$ cat config.mk
export PLATFORM = sky130hd
export DESIGN_NAME = branch_predictor
export DESIGN_NICKNAME = d
export VERILOG_FILES = /design/src/rtl/branch_predictor.sv
export SDC_FILE = /design/constraint.sdc
export NUM_CORES = 1
export LEC_CHECK = 0
export BUFFER_PORTS_ARGS = -buffer_cell sky130_fd_sc_hd__clkbuf_2
export CAP_MARGIN = 0
export CORE_MARGIN = 5
export CORE_UTILIZATION = 65
export DETAILED_ROUTE_END_ITERATION = 6
export PLACE_DENSITY = 0.83
export REMOVE_ABC_BUFFERS = 1
export SLEW_MARGIN = 20
export SYNTH_ARGS = -nofsm -noshare
export SYNTH_HDL_FRONTEND = slang
export SYNTH_SLANG_ARGS = --single-unit
$ cat constraint.sdc
create_clock -name CLK -period 4.9 [get_ports CLK]
set_clock_uncertainty 0.15 [all_clocks]
set_input_delay 0.245 -clock CLK [delete_from_list [all_inputs] [get_ports CLK]]
set_output_delay 0.245 -clock CLK [all_outputs]
set_load 0.02 [all_outputs]
$ cat src/rtl/branch_predictor.sv
// Direct-mapped branch target buffer with 2-bit saturating direction counters.
// Fetch looks up combinationally with the current PC; the MEM stage writes
// back each resolved conditional branch. Two saturating performance counters
// track resolved branches and mispredictions.
module branch_predictor #(
  parameter int ENTRIES = 8,
  localparam int IDXW = $clog2(ENTRIES)
) (
  input  logic            CLK,
  input  logic            nRST,
  input  logic [31:0]     pc,
  output logic            predict,
  output logic [IDXW-1:0] index,
  output logic [31:0]     br_target,
  input  logic            upd_en,
  input  logic [IDXW-1:0] upd_index,
  input  logic [31:0]     upd_pc_plus4,
  input  logic            upd_taken,
  input  logic [31:0]     upd_target,
  input  logic            upd_predict,
  output logic [31:0]     br_count,
  output logic [31:0]     miss_count
);

  localparam int TAGW = 30 - IDXW;

  // Direction counter encodings: strongly/weakly not-taken, weakly/strongly taken.
  typedef enum logic [1:0] {
    CTR_SN = 2'b00,
    CTR_WN = 2'b01,
    CTR_WT = 2'b10,
    CTR_ST = 2'b11
  } ctr_e;

  // Per-entry storage.
  logic            valid_r  [ENTRIES];
  logic [TAGW-1:0] tag_r    [ENTRIES];
  logic [31:0]     target_r [ENTRIES];
  ctr_e            ctr_r    [ENTRIES];

  logic [31:0]     br_count_r;
  logic [31:0]     miss_count_r;

  // Lookup side.
  logic [IDXW-1:0] idx_s;
  logic [TAGW-1:0] ptag_s;
  logic            hit_s;
  logic            predict_s;
  logic [31:0]     br_target_s;

  // Update side.
  logic [31:0]     bpc_s;
  logic [TAGW-1:0] utag_s;
  logic            upd_hit_s;
  logic            unused_s;

  // Next counter state for one resolved outcome, saturating at both ends.
  function automatic ctr_e ctr_step(input ctr_e cur, input logic taken);
    ctr_e nxt;
    case (cur)
      CTR_SN:  nxt = taken ? CTR_WN : CTR_SN;
      CTR_WN:  nxt = taken ? CTR_WT : CTR_SN;
      CTR_WT:  nxt = taken ? CTR_ST : CTR_WN;
      CTR_ST:  nxt = taken ? CTR_ST : CTR_WT;
      default: nxt = CTR_WN;
    endcase
    return nxt;
  endfunction

  // Increment that sticks at all-ones instead of wrapping.
  function automatic logic [31:0] sat_inc(input logic [31:0] cur);
    logic [31:0] nxt;
    if (cur == 32'hFFFF_FFFF) begin
      nxt = cur;
    end else begin
      nxt = cur + 32'd1;
    end
    return nxt;
  endfunction

  assign idx_s     = pc[IDXW+1:2];
  assign ptag_s    = pc[31:IDXW+2];
  // The branch PC is recovered from pc_plus4; the subtraction wraps by design.
  assign bpc_s     = upd_pc_plus4 - 32'd4;
  assign utag_s    = bpc_s[31:IDXW+2];
  // upd_index is trusted, so the index bits of bpc are not compared.
  assign unused_s  = ^{pc[1:0], bpc_s[IDXW+1:0]};
  assign upd_hit_s = valid_r[upd_index] && (tag_r[upd_index] == utag_s);

  // Combinational lookup from the stored (pre-update) state; no bypass.
  always_comb begin
    hit_s       = 1'b0;
    predict_s   = 1'b0;
    br_target_s = 32'd0;
    hit_s       = valid_r[idx_s] && (tag_r[idx_s] == ptag_s);
    if (hit_s && ctr_r[idx_s][1]) begin
      predict_s   = 1'b1;
      br_target_s = target_r[idx_s];
    end else begin
      predict_s   = 1'b0;
      br_target_s = 32'd0;
    end
  end

  // Table write-back: train a hitting entry, otherwise allocate/replace it.
  always_ff @(posedge CLK or negedge nRST) begin
    if (!nRST) begin
      for (int i = 0; i < ENTRIES; i++) begin
        valid_r[i]  <= 1'b0;
        tag_r[i]    <= '0;
        target_r[i] <= 32'd0;
        ctr_r[i]    <= CTR_WN;
      end
    end else if (upd_en) begin
      if (upd_hit_s) begin
        ctr_r[upd_index] <= ctr_step(ctr_r[upd_index], upd_taken);
        if (upd_taken) begin
          target_r[upd_index] <= upd_target;
        end else begin
          target_r[upd_index] <= target_r[upd_index];
        end
      end else begin
        valid_r[upd_index]  <= 1'b1;
        tag_r[upd_index]    <= utag_s;
        target_r[upd_index] <= upd_target;
        ctr_r[upd_index]    <= upd_taken ? CTR_WT : CTR_WN;
      end
    end else begin
      valid_r  <= valid_r;
    end
  end

  // Saturating counts of resolved branches and mispredictions.
  always_ff @(posedge CLK or negedge nRST) begin
    if (!nRST) begin
      br_count_r   <= 32'd0;
      miss_count_r <= 32'd0;
    end else if (upd_en) begin
      br_count_r <= sat_inc(br_count_r);
      if (upd_predict != upd_taken) begin
        miss_count_r <= sat_inc(miss_count_r);
      end else begin
        miss_count_r <= miss_count_r;
      end
    end else begin
      br_count_r   <= br_count_r;
      miss_count_r <= miss_count_r;
    end
  end

  assign predict    = predict_s;
  assign br_target  = br_target_s;
  assign index      = idx_s;
  assign br_count   = br_count_r;
  assign miss_count = miss_count_r;

endmodule

* Yosys cells after proc, flatten, opt, wreduce, memory -nomap -nowiden
Index checks and enable logic that the tools add are counted.
** Storage, ports and cells
- Register bits after elaboration :: 560
- Bits of input ports :: 104
- Output and inout port bits :: 100
- Logic and storage cells :: 112
** Operators by class
- $add $sub $neg :: 3
- Magnitude comparators :: 3
- Equality and inequality tests :: 8
- Mux-type cells :: 50
- Bitwise logic cells :: 6
- Reduce and logical (&&, ||, !) cells :: 8
** Operators by type and width (number)
- 256-bit bitwise mux :: 2
- 256-bit two-way mux :: 2
- 216-bit bitwise mux :: 1
- 32-bit binary-select mux with 3-bit select :: 2
- 32-bit two-way mux :: 6
- 27-bit binary-select mux with 3-bit select :: 2
- 27-bit two-way mux :: 5
- 32-bit demux with 3-bit select :: 1
- 27-bit demux with 3-bit select :: 1
- 32-bit by 1-bit adder with 32-bit output (second input constant) :: 2
- 32-bit equality test (second input constant) :: 2
- 27-bit equality test :: 2
- 16-bit bitwise mux :: 2
- 32-bit by 3-bit subtractor with 32-bit output (second input constant) :: 1
- 2-bit two-way mux :: 10
- 16-bit two-way mux :: 1
- 2-bit binary-select mux with 3-bit select :: 2
- 4-bit >= comparator (second input constant) :: 2
- 1-bit two-way mux :: 8
- 3-bit inverter with 4-bit output :: 2
- 8-bit OR :: 1
- 2-bit case mux with 4 select lines :: 1
- 1-bit binary-select mux with 3-bit select :: 2
- 2-bit demux with 3-bit select :: 1
- other kinds (10) :: 17

* Depth between registers and ports, before layout
- Word-level depth :: 10
- Mapped depth :: 15
- Mapped depth without buffers :: 10

* Worst setup path after synthesis
No wires, ideal clock.
- Kind :: input to output
- From :: input port pc[2]
- To :: output port br_target[10]
- Arrival time :: 3097 ps
- Data required time :: 4505 ps
- Setup slack :: 1408 ps
- Stages on the path :: 10
- Path buffers :: 3
- Cells stage by stage :: clkbuf_1 > buf_1 > mux4_2 > mux2i_1 > xor2_1 > nand4_1 > nor4_1 > nand4_1 > clkbuf_1 > nor2_1
** Between the ends
- Cells in the longest elaborated chain, start to end :: 8
- Elaborated cells between the ends (all ways) :: 17
- Those cells by class :: eq/ne (1); mux (13); bitwise (1); reduce/logical (2)
** RTL lines
- start: declaration :: RTL line 11 : input logic [31:0] pc,
- 3-bit inverter with 4-bit output (implied by the code) * :: RTL line 95, 96, 98
- 27-bit binary-select mux with 3-bit select :: RTL line 95 : hit_s = valid_r[idx_s] && (tag_r[idx_s] == ptag_s);
- 27-bit two-way mux (implied by the code) (2 in series) :: RTL line 95
- 27-bit equality test :: RTL line 95
- 1-bit logical AND :: RTL line 95
- 1-bit logical AND :: RTL line 96 : if (hit_s && ctr_r[idx_s][1]) begin
- 32-bit two-way mux * :: RTL line 96
- end: declaration :: RTL line 14 : output logic [31:0] br_target,
Mark *: on every way between the ends. The rest lies on a longest branch, timed or not. The select of a mux whose other input is x is not followed.

* Final worst setup path
- From :: input port upd_pc_plus4[11]
- To :: register target_r[167] (netlist bit)
** Between the ends
- Cells in the longest elaborated chain, start to end :: 4
** RTL lines
- start: declaration :: RTL line 17 : input logic [31:0] upd_pc_plus4,
- 32-bit by 3-bit subtractor with 32-bit output :: RTL line 84 : assign bpc_s = upd_pc_plus4 - 32'd4;
- 27-bit equality test :: RTL line 88 : assign upd_hit_s = valid_r[upd_index] && (tag_r[upd_index] == utag_s);
- 1-bit logical AND :: RTL line 88
- 256-bit two-way mux :: RTL line 115 : if (upd_hit_s) begin
- end signal: indexed assignment :: RTL line 118 : target_r[upd_index] <= upd_target;
- end signal: indexed assignment :: RTL line 120 : target_r[upd_index] <= target_r[upd_index];
- end signal: indexed assignment :: RTL line 125 : target_r[upd_index] <= upd_target;
- end: declaration :: RTL line 38 : logic [31:0] target_r [ENTRIES];
Every way passes these cells.
A chain may end at the register's enable or synchronous reset.

==> impl_metrics.toml <==
[outcome]
result_of_the_run = "finished, final reports clean"

[clocking]
cts.htree.levels = 2
clk-insertion-delay-late_ns = 0.65
cts-buffers-inserted = 57
ctsRootBufferMaster = "sky130_fd_sc_hd__clkbuf_16"
max-clock-path-buffers = 3
clk_pin_slew_worst_paths_ns = 0.07
clock-sinks = 560
tritoncts = "done"

[detailed_routing]
vias_per_cell = 7.02
totalWireLength_um = 87700
dr.first_iter.drc_count = 2557
drc = 0
route.antenna.remaining_nets = 0
drtPass1Iterations = 7
vias = 22500
routed_wire_length_per_instance_um = 27.3

[logic_synthesis]
netlist_instances = 2337
synth_top_cell_area_share = 0.451
netlist_top_cells_area = "sky130_fd_sc_hd__dfrtp_1, sky130_fd_sc_hd__mux2_4, sky130_fd_sc_hd__mux4_2"
synth_warnings = 0
yosysUniqueCellTypes = 72
yosysMostFrequentCell = "sky130_fd_sc_hd__dfrtp_1"
edff_count_synth = 0
synth-seq-cells = 560
cell_taking_the_most_area_after_synthesis = "sky130_fd_sc_hd__dfrtp_1"
netlist_area_mm2 = 0.0306
netlist_top_cells_count = "sky130_fd_sc_hd__dfrtp_1, sky130_fd_sc_hd__mux2_4, sky130_fd_sc_hd__nand2_1, sky130_fd_sc_hd__mux4_2, sky130_fd_sc_hd__mux2i_1"
seq_area_frac_synth = 0.458
synthFlopType = "sky130_fd_sc_hd__dfrtp_1"
async_set_reset_flop_share_out_of_synthesis = 1.00
syn-mean-instance-area_um2 = 13.1

[setup_path]
critical_path_peak_fanout = 19
critical_path_required_ns = 5.21
timing.critical_path.arrival_ns = 4.90
crit_path_cell_trace = "dlygate4sd3_1 -> clkbuf_2 -> nor2_1 -> buf_4 -> nand2_1 -> o41ai_1 -> a21oi_1 -> a2111oi_2 -> nand3_1 -> nor4_2 -> buf_12 -> buf_4 -> mux2i_1 -> o21ai_1"
cp_slowest_stage_delay_ns = 0.76
capturing_element_type_of_the_critical_path = "register"
kind_of_cell_adding_the_most_delay_to_the_critical_path = "compound AO/OA/AOI/OAI gates"
worst_setup_path_start_kind = "input pin"
timing.setup.critical_path_class = "in2reg"
critical_path_top_delay_cell = "sky130_fd_sc_hd__o41ai_1"
critical_path.most_common_cell = "sky130_fd_sc_hd__buf_4"
worst-r2r-setup-slack_ns = 0.80
path_buf_inv = 5

[global_route]
grt_first_pass_wirelength_um = 136000
grt_antenna_before_repair = 1
number_of_global_route_vias_before_repair = 23900
grt.total_usage = 0.339
grt_max_degree = 120
overflow = 0

[timing]
shortest_clock_period_the_worst_path_allows_after_layout_ns = 4.58
worst-slew-pin-transition_ns = 1.09
setup_total_negative_slack_ns = 0
max_clock_freq_ghz = 0.218
timing.final.crit_share = 0.935
timing.final.hold_violations = 0
timing.final.max_slew_violations = 0
grt_setup_unrepaired = "no"
timing.max_slew.rel_slack = 0.271
post-route-worst-setup-slack_ns = 0.319
timing.final.setup_violations = 0

[floorplan]
fp.dieArea_mm2 = 0.0515
rows = 79
core_area_mm2 = 0.0466
io_pins = 204
fp.dieH_um = 227
chipWidth_um = 227
initial_utilization = 0.658

[final_layout]
post_layout_nonfiller_instances = 3207
num-nets-final = 2658
drive_above_1_share = 0.351
flow.area_growth_from_synthesis_pct = 13.5

[place]
io_buffers = 199
dp_hpwl_um = 53800
gp_routability_congestion = 0.903
preCtsSetupSlack_ns = 0.204
numPlacedInstances = 3066

[pwr]
peakVddDrop_mv = 0.394
cellLeakagePower_nw = 15.2
power_per_cell_area_mw_per_mm2 = 410
power.total_w = 0.0142

[job]
cap_violations = 0

[worst_hold_path]
hold_class = "in2reg"
layer usage:
metal | GRT usage | up-vias | routed length, µm
met2 | 0.547 | 1447 | 42200
met5 | 0 | - | 0
li1 | - | 9218 | -
met1 | 0.446 | 11500 | 32600
met3 | 0.0781 | 369 | 8690
met4 | 0.151 | 0 | 4240
placed cells by master (no fill, tap or decap), drive strengths merged, types with 17 or more instances in the layout:
master and n:
mux2 371, o21ai 141, buf 86, clkinv 17, mux4 153, nand4 24
xor2 38, a22o 20, clkbuf 271, or2 17, mux2i 121, nor4 19
dfrtp 552, nand2 207, xnor2 83, dlygate4sd3 34, nand3 60, nor2 86
o221ai 18, a221oi 25, a22oi 65
registers in the layout, indices dropped and copies added, names as in the netlist:
signal	cells
br_count	32
ctr_r	16
miss_count	32
tag_r	216
target_r	256
valid_r	8
layout make-up:
class / instances / area [µm²]
clock inverter: 29 / 432
fill: 2775 / 11800
antenna: 2 / 5.00
sequential: 560 / 14000
clock buffer: 76 / 1620
inverter: 16 / 60.1
multi-input combinational: 1602 / 15700
tap: 607 / 759
timing repair buffer: 315 / 2120
power by group:
group / switching [W] / total (W) / internal [W] / leakage [nW]
clock: 0.00193 / 0.00473 / 0.00280 / 1.00
sequential: 0.000846 / 0.00639 / 0.00554 / 6.85
combinational: 0.00134 / 0.00313 / 0.00179 / 7.35
kinds of logic (layout without fill, tap and decap cells):
| group | Yosys count | in the layout | synth area share |
|---|---|---|---|
| buffers and inverters | 175 | 436 | 0.0307 |
| adder cells (fa/ha/maj) | 2 | 2 | 0.000817 |
| other | 0 | 2 | 0 |
| multiplexers | 645 | 645 | 0.317 |
| AO/OA/AOI/OAI | 340 | 340 | 0.0748 |
| flip-flops | 560 | 560 | 0.458 |
| AND/OR/NAND/NOR | 486 | 486 | 0.0779 |
| XOR/XNOR | 129 | 129 | 0.0405 |
what timing repair did:
item | in CTS | in global routing
gates resized for setup | 0 | 0
hold buffers | 34 | 0
setup buffers | 0 | 0
endpoints found under the hold margin | 353 | 0
final timing paths:
| kind | from | end | cells after the start |
|---|---|---|---|
| setup / recovery | upd_pc_plus4[11] | target_r[167] | 14 |
| hold reg to reg | ctr_r[8] | ctr_r[8] | 2 |
| hold / removal | upd_en | ctr_r[11] | 2 |
| max in group asynchronous | nRST | tag_r[93] | 3 |
| setup reg to reg | tag_r[202] | target_r[167] | 11 |
| min in group asynchronous | nRST | tag_r[130] | 2 |
per-stage QoR:
stage,cell area [µm²],utilization,hold WS (ns)
after floorplan,29700,-,-0.201
after global placement,32300,0.695,0.189
after detailed placement,32300,0.695,0.203
after CTS,34700,0.746,0.0202
after global routing,34700,0.746,0.0821
final,34700,0.746,0.0739
Power figures use the tool's default switching activity.
